## config.mk

```make
export PLATFORM = sky130hd
export DESIGN_NAME = rs_adder_station
export DESIGN_NICKNAME = d
export VERILOG_FILES = /design/src/rtl/rs_pkg.sv /design/src/rtl/rs_prio_pick.sv /design/src/rtl/rs_adder_station.sv
export SDC_FILE = /design/constraint.sdc
export NUM_CORES = 1
export LEC_CHECK = 0
export BUFFER_PORTS_ARGS = -buffer_cell sky130_fd_sc_hd__buf_4
export CAP_MARGIN = 20
export CORE_MARGIN = 4
export CORE_UTILIZATION = 39
export CTS_BUF_LIST = sky130_fd_sc_hd__clkbuf_8 sky130_fd_sc_hd__clkbuf_16
export DETAILED_ROUTE_END_ITERATION = 10
export REMOVE_ABC_BUFFERS = 1
export SLEW_MARGIN = 20
export SYNTH_ARGS = -nofsm -noshare
export SYNTH_HDL_FRONTEND = slang
export SYNTH_SLANG_ARGS = --single-unit
```

## constraint.sdc

```tcl
create_clock -name Clock -period 7.6 [get_ports Clock]
set_input_delay 0 -clock Clock [delete_from_list [all_inputs] [get_ports Clock]]
set_output_delay 0 -clock Clock [all_outputs]
set_load 0.05 [all_outputs]
```

## src/rtl/rs_pkg.sv

```systemverilog
// rs_pkg: shared types for the adder reservation station.
// Entry states, the "value available" tag and a width helper.
package rs_pkg;

  typedef enum logic [1:0] {
    ST_FREE  = 2'd0,
    ST_WAIT  = 2'd1,
    ST_READY = 2'd2,
    ST_EXEC  = 2'd3
  } rs_state_e;

  localparam int TAG_AVAIL = 0;

  // ceil(log2(v)), never below 1 so ports keep a legal width
  function automatic int clog2(input int v);
    int r;
    r = 1;
    while ((1 << r) < v) r++;
    return r;
  endfunction

endpackage

```

## src/rtl/rs_prio_pick.sv

```systemverilog
// rs_prio_pick: lowest-index priority encoder.
// Returns one-hot grant, its index and an any-request flag.
module rs_prio_pick #(
  parameter int N  = 4,
  parameter int IW = 2
) (
  input  logic [N-1:0]  req,
  output logic [N-1:0]  onehot,
  output logic [IW-1:0] idx,
  output logic          any
);

  always_comb begin
    onehot = '0;
    idx    = '0;
    for (int i = N - 1; i >= 0; i--) begin
      if (req[i]) begin
        onehot    = '0;
        onehot[i] = 1'b1;
        idx       = IW'(i);
      end
    end
  end

  assign any = |req;

endmodule

```

## src/rtl/rs_adder_station.sv

```systemverilog
// rs_adder_station: Tomasulo reservation station for the adder unit.
// Renames via a register-status table, snoops the CDB, dispatches registered.
module rs_adder_station
  import rs_pkg::*;
#(
  parameter int N_ENTRIES = 4,
  parameter int DATA_W    = 16,
  parameter int NREG      = 8,
  parameter int OP_W      = 3,
  parameter int TAG_BASE  = 1,
  parameter int TAG_W     = 4
) (
  input  logic                          Clock,
  input  logic                          Reset,
  input  logic                          issue_valid,
  output logic                          issue_ready,
  input  logic [OP_W-1:0]               issue_op,
  input  logic [clog2(NREG)-1:0]        issue_rd,
  input  logic [clog2(NREG)-1:0]        issue_rs1,
  input  logic [clog2(NREG)-1:0]        issue_rs2,
  output logic [clog2(NREG)-1:0]        rf_raddr1,
  output logic [clog2(NREG)-1:0]        rf_raddr2,
  input  logic [DATA_W-1:0]             rf_rdata1,
  input  logic [DATA_W-1:0]             rf_rdata2,
  input  logic                          cdb_valid,
  input  logic [TAG_W-1:0]              cdb_tag,
  input  logic [DATA_W-1:0]             cdb_data,
  output logic                          fu_valid,
  input  logic                          fu_ready,
  output logic [OP_W-1:0]               fu_op,
  output logic [DATA_W-1:0]             fu_vj,
  output logic [DATA_W-1:0]             fu_vk,
  output logic [TAG_W-1:0]              fu_tag,
  output logic [clog2(N_ENTRIES+1)-1:0] busy_count,
  output logic [NREG*TAG_W-1:0]         reg_status_o
);

  localparam int CW = clog2(N_ENTRIES + 1);
  localparam int IW = clog2(N_ENTRIES);
  localparam logic [TAG_W-1:0] AVAIL = TAG_W'(TAG_AVAIL);

  typedef struct packed {
    logic [OP_W-1:0]   op;
    logic [TAG_W-1:0]  qj;
    logic [TAG_W-1:0]  qk;
    logic [DATA_W-1:0] vj;
    logic [DATA_W-1:0] vk;
    rs_state_e         st;
  } entry_t;

  entry_t           ent    [N_ENTRIES];
  entry_t           ent_n  [N_ENTRIES];
  entry_t           new_ent;
  logic [TAG_W-1:0] stat   [NREG];
  logic [TAG_W-1:0] stat_n [NREG];

  logic [N_ENTRIES-1:0] free_vec;
  logic [N_ENTRIES-1:0] free_oh;
  logic [N_ENTRIES-1:0] rdy_vec;
  logic [N_ENTRIES-1:0] rdy_oh;
  logic [IW-1:0]        free_idx;
  logic [IW-1:0]        rdy_idx;
  logic                 free_any;
  logic                 rdy_any;
  logic                 do_issue;
  logic                 load;
  logic                 free_ev;
  logic                 hold_valid;
  logic [TAG_W-1:0]     new_tag;
  logic [TAG_W-1:0]     s1;
  logic [TAG_W-1:0]     s2;

  assign rf_raddr1 = issue_rs1;
  assign rf_raddr2 = issue_rs2;

  always_comb begin
    free_vec = '0;
    rdy_vec  = '0;
    for (int i = 0; i < N_ENTRIES; i++) begin
      free_vec[i] = ent[i].st == ST_FREE;
      rdy_vec[i]  = (ent[i].st == ST_WAIT || ent[i].st == ST_READY)
                 && ent[i].qj == AVAIL && ent[i].qk == AVAIL;
    end
  end

  rs_prio_pick #(.N(N_ENTRIES), .IW(IW)) u_free_pick (
    .req    (free_vec),
    .onehot (free_oh),
    .idx    (free_idx),
    .any    (free_any)
  );

  rs_prio_pick #(.N(N_ENTRIES), .IW(IW)) u_rdy_pick (
    .req    (rdy_vec),
    .onehot (rdy_oh),
    .idx    (rdy_idx),
    .any    (rdy_any)
  );

  assign issue_ready = free_any;
  assign do_issue    = issue_valid && free_any;
  assign load        = !hold_valid || fu_ready;
  assign fu_valid    = hold_valid;

  // sources read the old status; a result on the CDB this cycle bypasses
  always_comb begin
    s1         = stat[issue_rs1];
    s2         = stat[issue_rs2];
    new_tag    = TAG_W'(TAG_BASE) + TAG_W'(free_idx);
    new_ent    = '0;
    new_ent.op = issue_op;
    new_ent.st = ST_WAIT;
    if (s1 == AVAIL) new_ent.vj = rf_rdata1;
    else if (cdb_valid && cdb_tag == s1) new_ent.vj = cdb_data;
    else new_ent.qj = s1;
    if (s2 == AVAIL) new_ent.vk = rf_rdata2;
    else if (cdb_valid && cdb_tag == s2) new_ent.vk = cdb_data;
    else new_ent.qk = s2;
  end

  always_comb begin
    ent_n   = ent;
    stat_n  = stat;
    free_ev = 1'b0;
    for (int i = 0; i < N_ENTRIES; i++) begin
      if (cdb_valid && (ent[i].st == ST_WAIT || ent[i].st == ST_READY)) begin
        if (ent[i].qj != AVAIL && ent[i].qj == cdb_tag) begin
          ent_n[i].vj = cdb_data;
          ent_n[i].qj = AVAIL;
        end
        if (ent[i].qk != AVAIL && ent[i].qk == cdb_tag) begin
          ent_n[i].vk = cdb_data;
          ent_n[i].qk = AVAIL;
        end
      end
      if (cdb_valid && ent[i].st == ST_EXEC
          && cdb_tag == TAG_W'(TAG_BASE + i)) begin
        ent_n[i] = '0;
        free_ev  = 1'b1;
      end
      if (ent_n[i].st == ST_WAIT && ent_n[i].qj == AVAIL
          && ent_n[i].qk == AVAIL)
        ent_n[i].st = ST_READY;
      if (load && rdy_oh[i]) ent_n[i].st = ST_EXEC;
      if (do_issue && free_oh[i]) ent_n[i] = new_ent;
    end
    for (int r = 0; r < NREG; r++) begin
      if (cdb_valid && stat[r] == cdb_tag) stat_n[r] = AVAIL;
    end
    if (do_issue) stat_n[issue_rd] = new_tag;
  end

  always_ff @(posedge Clock or posedge Reset) begin
    if (Reset) begin
      for (int i = 0; i < N_ENTRIES; i++) ent[i] <= '0;
      for (int r = 0; r < NREG; r++) stat[r] <= AVAIL;
      busy_count <= '0;
    end else begin
      ent        <= ent_n;
      stat       <= stat_n;
      busy_count <= busy_count + CW'(do_issue) - CW'(free_ev);
    end
  end

  always_ff @(posedge Clock or posedge Reset) begin
    if (Reset) begin
      hold_valid <= 1'b0;
      fu_op      <= '0;
      fu_vj      <= '0;
      fu_vk      <= '0;
      fu_tag     <= '0;
    end else if (load) begin
      hold_valid <= rdy_any;
      if (rdy_any) begin
        fu_op  <= ent[rdy_idx].op;
        fu_vj  <= ent[rdy_idx].vj;
        fu_vk  <= ent[rdy_idx].vk;
        fu_tag <= TAG_W'(TAG_BASE) + TAG_W'(rdy_idx);
      end
    end
  end

  always_comb begin
    reg_status_o = '0;
    for (int r = 0; r < NREG; r++) reg_status_o[r*TAG_W +: TAG_W] = stat[r];
  end

endmodule

```

==> results of run 1 <==
[final cells by class]
| type | instances | area (um2) | area share (%) |
|---|---|---|---|
| clock buffers | 35 | 808 | 4.54 |
| clock inverters | 18 | 215 | 1.21 |
| inverters | 18 | 75.1 | 0.422 |
| multi-input cells | 1125 | 7660 | 43.0 |
| flip-flops and latches | 254 | 6360 | 35.7 |
| well taps | 468 | 586 | 3.29 |
| repair buffers | 248 | 2100 | 11.8 |
[cells by family after synthesis]
family	after synthesis	share of synthesized area, %
multiplexers	64	5.90
buffers and inverters	160	4.53
AO/OA/AOI/OAI	410	23.4
AND/OR/NAND/NOR	567	17.1
adder cells (fa/ha/maj)	13	1.17
XOR/XNOR	70	4.31
other	1	0.0257
flip-flops	254	43.6
[flip-flops by register name, indices dropped and copies added (netlist names)]
register,count
reg_status_o,32
fu_vk,16
busy_count,3
fu_vj,16
fu_tag,3
fu_valid,1
ent,180
fu_op,3
[power by group]
part,internal [W],switching (W),total [W]
Combinational,0.00183,0.00269,0.00452
Clock,0.000920,0.000592,0.00151
Sequential,0.00192,0.000400,0.00232
Total,0.00467,0.00368,0.00835
[cell usage after synthesis (all sizes together), types with 4 or more instances]
cell type  instances
a21oi             55
a22o              79
a22oi             35
a31oi              8
and2              11
and3               7
buf               37
clkbuf           105
dfrtp            254
ha                12
inv               18
mux2              10
mux2i             38
mux4              16
nand2            377
nand2b             6
nand3             89
nand4              5
nor2              18
nor2b              6
nor3              15
nor3b              4
nor4              13
o21ai             70
o221a            128
o221ai             5
o22ai             16
or4                4
xnor2             36
xor2              34
[worst max-delay path: stages, from the launching register on]
cell	delay [ns]
dfrtp_1	0.40
inv_1	0.06
ha_1	0.25
nor2_1	0.28
nand3_2	0.80
and2_0	0.61
o41ai_2	0.10
buf_4	0.47
nand2_1	0.11
o221a_2	0.25
dlygate4sd3_1	0.56
[timing repair]
action                    CTS  global route
setup buffers               0             0
gates resized for setup     0             0
hold buffers               73             0
hold endpoints to repair  255             0
[routing by layer]
metal	wire, um	track usage, %	vias up
met5	0	0	-
li1	-	-	5928
met1	21300	32.0	6527
met2	23000	38.6	503
met4	1260	6.35	0
met3	3830	4.40	90
[metrics by stage]
step / hold WS [ns] / instance area [um2]
floorplan: 0 / 14000
CTS: 0.0116 / 17800
detailed placement: 0.209 / 16000
global placement: 0.206 / 16000
global route: 0.0395 / 17800
finish: 0.0398 / 17800
[final timing paths]
path	start	to	slack, ns	cells after the start
max reg2reg	ent[136]	ent[25]	3.56	10
min in group asynchronous	Reset	ent[59]	0.15	3
min	rf_rdata1[15]	ent[33]	0.04	4
max in group asynchronous	Reset	reg_status_o[9]	6.14	4
max	ent[136]	ent[25]	3.56	10
min reg2reg	ent[87]	ent[87]	0.50	2
==> reports/metrics.yaml, run 1 <==
clock_skew_ns: 0.0205
yosys_most_used_dff: "dfrtp_1"
synth_area_leader_cell: "dfrtp_1"
status: "finished clean"
clock_latency_ns: 0.56
area_growth_pct: 22.1
dp_slack_ns: 4.20
drive_gt1_share_pct: 24.1
fp.dieArea_um2: 40500
final_common_cell: "nand2_1"
maxCapViolations: 0
yosysWarnings: 0
worst_setup_path_end_kind: "flip-flop"
grt_max_degree: 151
synthesis.instances: 1539
finalHoldViolCount: 0
yosysSeqAreaShare_pct: 43.6
nNetsFinal: 1758
ant_nets: 0
core_um2: 36800
cp-start-kind: "flip-flop"
yosys-top-cells-area: "dfrtp_1 (44%), nand2_1 (9.7%), o221a_2 (9.0%)"
powerDensity_nw_per_um2: 469
worstMarginPinSlew_ns: 1.13
port-buffer-count: 149
cts_tree: "yes"
die_w_um: 201
fin_crit_sh_pct: 53.2
antenna_found_initial: 0
grt-ovfl-total: 0
wl_mm: 49.3
syn_avg_cell_area_um2: 9.47
hp-class: "in -> reg"
power.leakage_nw: 7.65
peakVddDrop_uv: 346
finalNonFillerCells: 2166
fmax_mhz: 247
critPathKind: "reg -> reg"
drt_first_pass_iters: 5
place_congestion: 0.880
critPathMaxFanout: 48
slew_headroom_pct: 24.5
yosysUniqueCellTypes: 57
start_util_pct: 39.6
clk_pin_slew_ns: 0.06
fin_crit_ns: 4.04
arrival_ns: 4.48
h-tree-depth: 1
cts_made_buffers: 29
synth_seq_cells: 254
grt_first_pass_wirelength_mm: 75.9
via_count: 13048
drtIter0Drc: 906
dp.final_hpwl_mm: 29.9
die_y_um: 201
rsz0062_at_grt: "false"
setup_ws_ns: 3.56
n_antenna_cell: 0
detail_route.wl_per_cell_um: 22.8
first_global_vias: 12892
final_cell_mix: "nand2_1 (376), dfrtp_1 (254), buf_4 (172)"
power_w: 0.00835
utilization_pct: 48.4
fillCellCount: 3337
synth_enable_flop_cells: 0
avgViaCountPerCell: 6.02
required_ns: 8.04
setup_viol: 0
io_pins: 151
async_flop_share_pct: 100
dp_cells: 2039
tns_ns: 0
synth_top_area_share_pct: 43.6
cts_buffer_depth: 3
drv_slew: 0
drt_drc_violations_left: 0
synth_area_um2: 14600
cts.sinks: 254
grt_use_total_pct: 23.5
cts-root-buf: "clkbuf_16"
rows: 70
Note: power is estimated with default switching activity, not from simulation.
==> inputs of run 2 (changes only) <==
- clock period: 7.6 -> 3.3 ns (I/O delays scaled with it)
==> run 2 against run 1 <==
Worst setup slack got worse by 3.4 ns. Clock skew rose by 0.0043 ns. Power rose by 130%. Clock power rose by 110%. Core utilization rose by 0.40 points. Count of clock-buffer cells in the layout did not move. Critical path depth fell by 2. Critical path type unchanged. Routed wire length rose by 0.38%. Non-clock buffer count rose by 25. Global-route usage rose by 0.29 points. First-iteration DRC count rose by 15%. Highest routed layer unchanged. Largest power group unchanged. Sequential share of layout area fell by 0.29 points.
==> reports/metrics.yaml, run 2 (synthesis gave the netlist of run 1 again) <==
status: "finished clean"
via_count: 12917
worstMarginPinSlew_ns: 1.10
tns_ns: 0
start_util_pct: 39.6
cts-root-buf: "clkbuf_16"
hp-class: "in -> reg"
drive_gt1_share_pct: 25.1
n_antenna_cell: 0
fmax_mhz: 313
die_w_um: 201
h-tree-depth: 1
required_ns: 3.81
first_global_vias: 12842
rsz0062_at_grt: "false"
finalHoldViolCount: 0
power.leakage_nw: 7.73
arrival_ns: 3.71
grt-ovfl-total: 0
nNetsFinal: 1784
io_pins: 151
ant_nets: 0
grt_use_total_pct: 23.8
cts_made_buffers: 30
avgViaCountPerCell: 5.91
drt_drc_violations_left: 0
rrSetupSlack_ns: 0.11
grt_first_pass_wirelength_mm: 76.7
rr_startpoint: "reg_status_o[30]"
grt_max_degree: 102
core_um2: 36800
setup_viol: 0
final_cell_mix: "nand2_1 (376), dfrtp_1 (254), buf_4 (194)"
die_y_um: 201
whs_ns: 0.0268
largest_reg_flops: 180
drt_first_pass_iters: 5
startpoint: "reg_status_o[30]"
rows: 70
drv_slew: 0
peakVddDrop_uv: 837
worst_setup_path_end_kind: "flip-flop"
cp-start-kind: "flip-flop"
clk_pin_slew_ns: 0.06
detail_route.wl_per_cell_um: 22.7
cts.sinks: 254
slew_headroom_pct: 26.9
port-buffer-count: 149
clock_skew_ns: 0.0248
critPathKind: "reg -> reg"
area_growth_pct: 23.1
dp.final_hpwl_mm: 31.4
fin_crit_sh_pct: 96.8
top_register: "ent"
antenna_found_initial: 0
rr_endpoint: "ent[158]"
wl_mm: 49.5
powerDensity_nw_per_um2: 1060
place_congestion: 0.871
clock_latency_ns: 0.59
fin_crit_ns: 3.19
worstRegToRegCells: 8
hold_start: "issue_rd[0]"
fp.dieArea_um2: 40500
final_common_cell: "nand2_1"
critPathMaxFanout: 8
cts_tree: "yes"
critical_path.endpoint: "ent[158]"
cts_buffer_depth: 3
drtIter0Drc: 1046
maxCapViolations: 0
==> run 2: power by group <==
| part | leakage, nW | internal, W | switching [W] | total [W] |
|---|---|---|---|---|
| clock | 0.481 | 0.00183 | 0.00135 | 0.00317 |
| sequential | 3.22 | 0.00443 | 0.000895 | 0.00533 |
| combinational | 4.03 | 0.00429 | 0.00622 | 0.0105 |
==> run 2: stage by stage <==
step | utilization [%] | area (um2) | power (W) | cells | worst slack [ns]
after global placement | 44.3 | 16300 | 0.0155 | 2067 | 0.586
after detailed placement | 44.3 | 16300 | 0.0157 | 2067 | 0.580
after floorplan | - | 14000 | 0.0118 | 1397 | -3.69
after global routing | 48.8 | 17900 | 0.0201 | 2186 | 0.0127
final | 48.8 | 17900 | 0.0190 | 2186 | 0.105
after CTS | 48.7 | 17900 | 0.0190 | 2186 | 0.0678
==> run 2: layout make-up <==
type	instances	area (um2)
clock buffers	35	820
clock inverters	13	113
fillers	3396	18800
inverters	18	75.1
multi-input cells	1125	7670
flip-flops and latches	254	6360
well taps	468	586
repair buffers	273	2330
==> run 2: metal layers <==
layer	track usage (%)	wire (um)	vias to the layer above
met3	4.61	3820	92
met4	6.79	1470	0
li1	-	-	5990
met5	0	0	-
met1	32.7	21300	6332
met2	38.5	22900	503
==> run 2: timing repair <==
item                                   CTS  global route
gates resized for setup                  0             3
endpoints found under the hold margin  258             0
hold buffers                            71             0
setup buffers                            0             0
setup endpoints to repair                0             3
==> run 2: worst min-delay path by stage <==
stage                             endpoint  slack (ns)  cells after the start
after global routing      reg_status_o[25]        0.05                      4
final                     reg_status_o[25]        0.03                      4
after floorplan               rf_raddr1[0]           0                      0
after global placement           fu_vj[12]        0.21                      2
after detailed placement         fu_vj[12]        0.21                      2
after CTS                          ent[82]       0.005                      4
==> run 2: critical path: stages (launching register included) <==
cell and delay, ns:
dfrtp_1 0.44, mux4_2 0.50, mux2_2 0.34, xnor2_1 0.15, or3_1 0.41, buf_4 0.23, o21ai_2 0.20, dlygate4sd3_1 0.65
o221a_2 0.21
==> inputs of run 3 (changes only) <==
- SYNTH_HIERARCHICAL: default -> 1
==> run 3 against run 2 <==
Core utilization down 0.30 points. Global-route usage about the same. Synthesized area is 2.8% higher. Critical endpoint is now ent[168].
==> reports/metrics.yaml, run 3 <==
fin_crit_sh_pct: 93.4
syn_avg_cell_area_um2: 9.60
powerDensity_nw_per_um2: 1040
max_stage_delay_ns: 0.63
rows: 71
clock_latency_ns: 0.57
die_w_um: 204
final_cell_mix: "dfrtp_1 (254), nand2_1 (227), buf_4 (201)"
hp-class: "in -> reg"
final_common_cell: "dfrtp_1"
hold_start: "rf_rdata1[2]"
required_ns: 3.77
fp.dieArea_um2: 41600
io_pins: 151
cp_common_cell: "a311oi_1"
dp_cells: 2141
async_flop_share_pct: 100
tns_ns: 0
die_y_um: 204
netlist_top_cells_count: "dfrtp_1 (254), nand2_1 (228), nor2_1 (110), clkbuf_1 (98), a311oi_1 (84)"
critPathKind: "reg -> reg"
synth_top_area_share_pct: 42.4
path_buf_inv: 2
cts-resized-gates: 0
synth_enable_flop_cells: 0
core_um2: 37800
fmax_mhz: 324
rr_startpoint: "ent[135]"
largest_reg_flops: 180
cts.sinks: 254
synth_area_leader_cell: "dfrtp_1"
maxCapViolations: 0
whs_ns: 0.0500
port-buffer-count: 149
power_w: 0.0190
cts_setup_buffers: 0
yosysSeqAreaShare_pct: 42.4
cpMaxStageDelayCell: "or4_1"
ctsHoldBuffers: 55
area_growth_pct: 22.1
grt_max_degree: 111
drv_slew: 0
grt_use_total_pct: 23.8
ant_nets: 0
slew_headroom_pct: 42.8
grt-ovfl-total: 0
n_antenna_cell: 0
synthesis.instances: 1561
grt_first_pass_wirelength_mm: 78.9
power.leakage_nw: 8.20
status: "finished clean"
cts-root-buf: "clkbuf_16"
place_area_um2: 16800
detail_route.wl_per_cell_um: 22.5
clk_pin_slew_ns: 0.06
finalHoldViolCount: 0
drtIter0Drc: 1182
cts_tree: "yes"
cts_made_buffers: 29
top_register: "ent"
drt_drc_violations_left: 0
fin_crit_ns: 3.08
yosysMostFrequentCell: "dfrtp_1"
h-tree-depth: 1
setup_viol: 0
cp-start-kind: "flip-flop"
finalInstanceArea_um2: 18300
cp_cell_sequence: "inv_1 -> ha_1 -> or4_1 -> and3_1 -> a21oi_1 -> o41ai_2 -> buf_4 -> nand2_1 -> a311oi_1 -> a311oi_1"
critPathMaxFanout: 27
fillCellCount: 3533
antenna_found_initial: 0
yosysUniqueCellTypes: 51
finalNonFillerCells: 2247
synth_seq_cells: 254
avgViaCountPerCell: 6.00
arrival_ns: 3.55
drive_gt1_share_pct: 21.4
yosys_most_used_dff: "dfrtp_1"
nNetsFinal: 1798
cts_buffer_depth: 3
synth_area_um2: 15000
wl_mm: 50.5
worstMarginPinSlew_ns: 0.858
drt_first_pass_iters: 5
clock_skew_ns: 0.0100
first_global_vias: 13581
worst_setup_path_end_kind: "flip-flop"
yosysWarnings: 6
peakVddDrop_uv: 892
dp.final_hpwl_mm: 32.9
via_count: 13493
rsz0062_at_grt: "false"
critPathTopFamily: "simple AND/OR/NAND/NOR gates"
startpoint: "ent[135]"
start_util_pct: 39.7
yosys-top-cells-area: "dfrtp_1 (42%), mux4_2 (7.7%), nand2_1 (5.7%)"
place_congestion: 0.887
==> run 3: path summary, 6_finish.rpt <==
kind | to | slack, ns | cells after the start
max | ent[168] | 0.22 | 10
min | ent[110] | 0.05 | 5
max reg2reg | ent[168] | 0.22 | 10
min reg2reg | fu_tag[0] | 0.49 | 2
max in group asynchronous | fu_vj[10] | 2.22 | 4
min in group asynchronous | ent[58] | 0.13 | 3
==> run 3: report_power, final <==
part | switching [W] | total [W] | internal, W
clock | 0.00133 | 0.00322 | 0.00188
combinational | 0.00612 | 0.0105 | 0.00441
sequential | 0.000855 | 0.00526 | 0.00440
total | 0.00831 | 0.0190 | 0.0107
==> run 3: cell families (layout without fill, tap and decap cells) <==
logic type	Yosys count	count (layout)	synth area share (%)
AO/OA/AOI/OAI	345	345	16.9
other	1	1	0.0250
XOR/XNOR	73	73	4.26
multiplexers	128	128	13.2
AND/OR/NAND/NOR	572	572	17.3
buffers and inverters	175	350	4.81
adder cells (fa/ha/maj)	13	13	1.14
flip-flops	254	254	42.4
==> run 3: layout make-up <==
class                   count  area, um2  area share (%)
repair buffers            263       2200            12.0
flip-flops and latches    254       6360            34.7
inverters                  36        143           0.779
multi-input cells        1132       8020            43.8
clock buffers              35        808            4.42
well taps                 511        639            3.49
clock inverters            16        135           0.738
==> run 3: layer usage <==
layer / up-vias / global-route usage [%] / share of wire (%)
met5: - / 0 / 0
met4: 0 / 7.85 / 3.6
met3: 112 / 4.16 / 8.0
met2: 625 / 38.6 / 46
met1: 6692 / 32.7 / 42
li1: 6064 / - / -
==> run 3: per-stage QoR <==
step / utilization (%) / worst slack, ns
floorplan: - / -3.69
finish: 48.5 / 0.218
detailed placement: 44.5 / 0.235
global route: 48.5 / 0.0349
global placement: 44.5 / 0.395
CTS: 48.5 / 0.246
==> run 3: tightest hold or removal path, delay by kind of cell <==
family / cells / cell delay (ns)
AND/OR/NAND/NOR: 1 / 0.09
buffers and inverters: 2 / 0.22
AO/OA/AOI/OAI: 2 / 0.27
